$ cat config.mk
export PLATFORM = sky130hd
export DESIGN_NAME = alarm_bist_ctrl
export DESIGN_NICKNAME = d
export VERILOG_FILES = /design/src/rtl/alarm_bist_ctrl.sv
export SDC_FILE = /design/constraint.sdc
export NUM_CORES = 1
export LEC_CHECK = 0
export BUFFER_PORTS_ARGS = -buffer_cell sky130_fd_sc_hd__clkbuf_2
export CAP_MARGIN = 20
export CELL_PAD_IN_SITES_DETAIL_PLACEMENT = 0
export CELL_PAD_IN_SITES_GLOBAL_PLACEMENT = 1
export CORE_ASPECT_RATIO = 1.4
export CORE_UTILIZATION = 44
export DETAILED_ROUTE_END_ITERATION = 7
export GPL_TIMING_DRIVEN = 0
export PLACE_DENSITY_LB_ADDON = 0.15
export SLEW_MARGIN = 20
export SYNTH_ARGS = -nofsm -noshare
export SYNTH_HDL_FRONTEND = slang
export SYNTH_SLANG_ARGS = --single-unit
$ cat constraint.sdc
create_clock -name clk -period 5.14 [get_ports clk]
set_input_delay 1.028 -clock clk [delete_from_list [all_inputs] [get_ports clk]]
set_output_delay 1.028 -clock clk [all_outputs]
set_load 0.005 [all_outputs]
$ cat src/rtl/alarm_bist_ctrl.sv
// Self-test sequencer and input arbiter for the 5-input alarm circuit.
// Passes sensor inputs through in functional mode; sweeps all 32 vectors on start.
module alarm_bist_ctrl #(
    parameter int unsigned SETTLE = 2,
    parameter logic [31:0] GOLDEN = 32'hB32D224C
) (
    input  logic       clk,
    input  logic       rst_n,
    input  logic       start,
    input  logic [4:0] func_x,
    output logic [4:0] dut_x,
    input  logic       dut_y,
    output logic       alarm,
    output logic       busy,
    output logic       done,
    output logic       pass,
    output logic [5:0] fail_count,
    output logic [4:0] first_fail,
    output logic       fail_valid
);

    typedef enum logic [1:0] {StIdle, StWait, StCheck, StDone} state_e;

    localparam logic [3:0] WcntLoad = 4'(SETTLE - 1);

    state_e     state_q, state_d;
    logic [4:0] vec_q, vec_d;
    logic [3:0] wcnt_q, wcnt_d;
    logic [4:0] dut_x_q, dut_x_d;
    logic       alarm_q, alarm_d;
    logic       busy_q, busy_d;
    logic       done_q, done_d;
    logic       pass_q, pass_d;
    logic [5:0] fail_count_q, fail_count_d;
    logic [4:0] first_fail_q, first_fail_d;
    logic       fail_valid_q, fail_valid_d;

    logic       mismatch;
    logic [5:0] count_nxt;

    assign mismatch  = (dut_y != GOLDEN[vec_q]);
    assign count_nxt = fail_count_q + {5'd0, mismatch};

    always_comb begin
        state_d      = state_q;
        vec_d        = vec_q;
        wcnt_d       = wcnt_q;
        dut_x_d      = dut_x_q;
        alarm_d      = alarm_q;
        busy_d       = busy_q;
        done_d       = 1'b0;
        pass_d       = pass_q;
        fail_count_d = fail_count_q;
        first_fail_d = first_fail_q;
        fail_valid_d = fail_valid_q;

        unique case (state_q)
            StIdle: begin
                dut_x_d = func_x;
                alarm_d = dut_y;
                if (start) begin
                    state_d      = StWait;
                    vec_d        = 5'd0;
                    dut_x_d      = 5'd0;
                    wcnt_d       = WcntLoad;
                    pass_d       = 1'b0;
                    fail_count_d = 6'd0;
                    first_fail_d = 5'd0;
                    fail_valid_d = 1'b0;
                    busy_d       = 1'b1;
                end
            end
            StWait: begin
                if (wcnt_q == 4'd0) begin
                    state_d = StCheck;
                end else begin
                    wcnt_d = wcnt_q - 4'd1;
                end
            end
            StCheck: begin
                fail_count_d = count_nxt;
                if (mismatch && !fail_valid_q) begin
                    first_fail_d = vec_q;
                    fail_valid_d = 1'b1;
                end
                if (vec_q == 5'd31) begin
                    // Verdict uses the count including this final check
                    state_d = StDone;
                    busy_d  = 1'b0;
                    done_d  = 1'b1;
                    pass_d  = (count_nxt == 6'd0);
                end else begin
                    state_d = StWait;
                    vec_d   = vec_q + 5'd1;
                    dut_x_d = vec_q + 5'd1;
                    wcnt_d  = WcntLoad;
                end
            end
            StDone: begin
                state_d = StIdle;
                dut_x_d = func_x;
            end
            default: state_d = StIdle;
        endcase
    end

    always_ff @(posedge clk) begin
        if (!rst_n) begin
            state_q      <= StIdle;
            vec_q        <= 5'd0;
            wcnt_q       <= 4'd0;
            dut_x_q      <= 5'd0;
            alarm_q      <= 1'b0;
            busy_q       <= 1'b0;
            done_q       <= 1'b0;
            pass_q       <= 1'b0;
            fail_count_q <= 6'd0;
            first_fail_q <= 5'd0;
            fail_valid_q <= 1'b0;
        end else begin
            state_q      <= state_d;
            vec_q        <= vec_d;
            wcnt_q       <= wcnt_d;
            dut_x_q      <= dut_x_d;
            alarm_q      <= alarm_d;
            busy_q       <= busy_d;
            done_q       <= done_d;
            pass_q       <= pass_d;
            fail_count_q <= fail_count_d;
            first_fail_q <= first_fail_d;
            fail_valid_q <= fail_valid_d;
        end
    end

    assign dut_x      = dut_x_q;
    assign alarm      = alarm_q;
    assign busy       = busy_q;
    assign done       = done_q;
    assign pass       = pass_q;
    assign fail_count = fail_count_q;
    assign first_fail = first_fail_q;
    assign fail_valid = fail_valid_q;

endmodule

==> run_results.csv <==
group,metric,value,unit
pwr,p_leak,0.0008731,uW
timing,fin_ws,2321,ps
floorplan,die_height,76.10,um
global_route,antenna_found_initial,0,
drt,viasPerCell,5.673,
logic_synthesis,ys.flop_type,"dfxtp_1",
layout,synthToLayoutAreaGrowth,16.46,%
critical_path,worstSetupPathType,"in -> reg",
critical_path,cp_data_arrival_time,3040,ps
global_route,grt-busiest-layer,"met2",
layout,diodes,0,
clocking,cts.sinks,33,
timing,fmax,354.7,MHz
drt,drtAntennaViolNets,0,
logic_synthesis,synth_top_area_cell,"dfxtp_1",
critical_path,crit_fanout,5,
placement,post-place-ws,2006,ps
logic_synthesis,synth-async-reset-ratio,0,%
timing,slew_headroom,57.93,%
global_route,grt_max_degree,11,
run_status,status,"complete, no violations",
logic_synthesis,ys_seq_area_share,38.29,%
layout,final_cell_mix,"33 x dfxtp_1, 29 x clkbuf_2, 26 x nor2_1",
floorplan,fp.coreArea,3709,um^2
placement,dpl_cell_area,1923,um^2
layout,final_nets,250,
global_route,grt_use_met3,4.790,%
placement,io_buffers,29,
clocking,insertion_delay,280,ps
drt,vias,1577,
pwr,comb_power_share,18.4,%
floorplan,io_pins,30,
global_route,grt_pass1_wl,6596,um
layout,final_area,2009,um^2
pwr,pwr-share-seq,48.3,%
clocking,root_buffer,"clkbuf_8",
clocking,clockBufferDepth,2,
logic_synthesis,synth_area_leaders,"dfxtp_1 38%, nor2_1 5.7%, a21oi_1 4.4%, a22oi_1 3.9%, ha_1 3.6%",
drt,totalWireLength,4088,um
clocking,htreeDepth,2,
timing,fin_skew,2.527,ps
layout,drive_gt1_share,25.00,%
floorplan,die_w,54.93,um
drt,wire_per_inst,14.71,um
logic_synthesis,syn_avg_cell_area,8.627,um^2
timing,fin_hold_ws,453.0,ps
logic_synthesis,synth_area,1725,um^2
critical_path,worstSetupStartpointType,"input pin",
drt,first_pass_iters,4,
critical_path,endpoint_kind,"register",
pwr,p_switching,160.7,uW
placement,place_hpwl,3109,um
logic_synthesis,synth_warnings,0,
global_route,grt_usage,21.67,%
timing,period_minus_slack,2819,ps
global_route,grt_use_met2,37.83,%
logic_synthesis,netlist_instances,200,
global_route,use_met1,23.33,%
logic_synthesis,ys_ff_latch,33,
global_route,grt_overflow_total,0,
timing,setup_violations,0,
logic_synthesis,synth_cell_type_count,47,
clocking,cts_resized,0,
clocking,cts_setup_buffers,0,
critical_path,reg2reg_setup_slack,2690,ps
timing,grt_setup_unrepaired,"no",
layout,final_common_cell,"dfxtp_1",
critical_path,critical_path_required,5360,ps
clocking,cts_tree,"yes",
clocking,cts_hold_buf,0,
pwr,peakVddDrop,0.0002039,V
floorplan,floorplan.rows,26,
pwr,p_total,581.0,uW
logic_synthesis,syn_nets,214,
critical_path,critPathLaunch,"dut_y",
logic_synthesis,yosys.area.top_type_share,38.29,%
floorplan,dieArea,4180,um^2
timing,min_period_over_period,54.85,%
logic_synthesis,synth_edf_count,0,
timing,finalMaxSlewViolations,0,
pwr,power_density,289.1,nW/um^2
flow_run,maxCapViolations,0,
pwr,internal-power,420.3,uW
critical_path,reg2reg_depth,10,
pwr,clkPwrFrac,33.2,%
worst_hold_path,hold-path-endpoint,"busy",
critical_path,rr_startpoint,"vec_q[0]",
timing,worst_pin_slew,621.3,ps
drt,drt-initial-drc-count,31,
timing,finalHoldViolCount,0,
worst_hold_path,hp-class,"reg -> reg",
worst_hold_path,hold_start,"busy",
pwr,switching_share,27.65,%
clocking,clk_pin_slew,60,ps
drt,drc_errors,0,
clocking,numCtsBuffers,5,
worst_hold_path,min_path_cells,2,
floorplan,start_util,46.52,%
timing,fin_tns_setup,0,ps
placement,place_congestion,0.8290,
global_route,grt_pass1_vias,1483,
cell families after synthesis:
group	Yosys count	synth area share (%)
xor gates and xnor gates	8	4.061
DFF	33	38.29
buffers and inverters	20	5.438
AOI/OAI and AO/OA	55	25.16
adders and majority gates	5	3.626
and+or+nand+nor	77	22.19
muxes	2	1.233
worst max-delay path by stage:
| stage | to | cells past startpoint |
|---|---|---|
| floorplan | pass | 9 |
| CTS | pass | 10 |
| detailed placement | pass | 10 |
| global route | pass | 10 |
| finish | pass | 10 |
| global placement | pass | 10 |
synthesized netlist by cell type, drive strengths merged (3+ instances only):
library cell   n
a31oi          4
ha             5
dfxtp         33
nor3b          3
nor3           5
inv           10
nand3         13
o21ai          8
xnor2          5
buf            6
nor2          26
a211oi         5
a21oi         18
nand2         18
xor2           3
a22oi          9
clkbuf         4
and3           3
state kept, by name, summed over array words and instances, names as in the netlist, named ones only:
name	count
dut_x	5
first_fail	5
state_q	2
fail_count	6
wcnt_q	4
vec_q	5
busy	1
fail_valid	1
pass	1
done	1
alarm	1
layer usage:
metal  up-vias  share of wire, %
li1        777                 -
met1       757                40
met2        34                54
met3         9               3.6
met4         0               2.7
met5         -                 0
worst max-delay path, stage by stage:
cell and delay [ps]:
clkbuf_2 100, xnor2_1 240, inv_1 80, ha_1 210, ha_1 260, xor2_1 170
or4_4 430, a2111oi_2 350, a31oi_1 70, nor2_1 90
power groups by stage:
stage / combinational, uW / sequential [uW] / clock, uW
floorplan: 77.7 / 285 / 0
global placement: 105 / 286 / 0
CTS: 108 / 281 / 202
detailed placement: 107 / 287 / 0
global route: 120 / 283 / 209
finish: 107 / 281 / 193
cell type report:
| cell class | instances | area, um^2 |
|---|---|---|
| plain buffers | 10 | 56.30 |
| fillers | 371 | 1699 |
| flip-flops and latches | 33 | 660.6 |
| repair buffers | 29 | 145.1 |
| clock buffers | 7 | 86.33 |
| inverters | 10 | 37.54 |
| multi-input cells | 147 | 970.9 |
| well taps | 42 | 52.55 |
metrics by stage:
step / utilization (%) / std cells
2_1_floorplan: - / 200
3_3_place_gp: 51.86 / 271
3_5_place_dp: 51.86 / 271
4_1_cts: 54.18 / 278
5_1_grt: 54.18 / 278
6_report: 54.18 / 278
(Power assumes the default switching activity.)
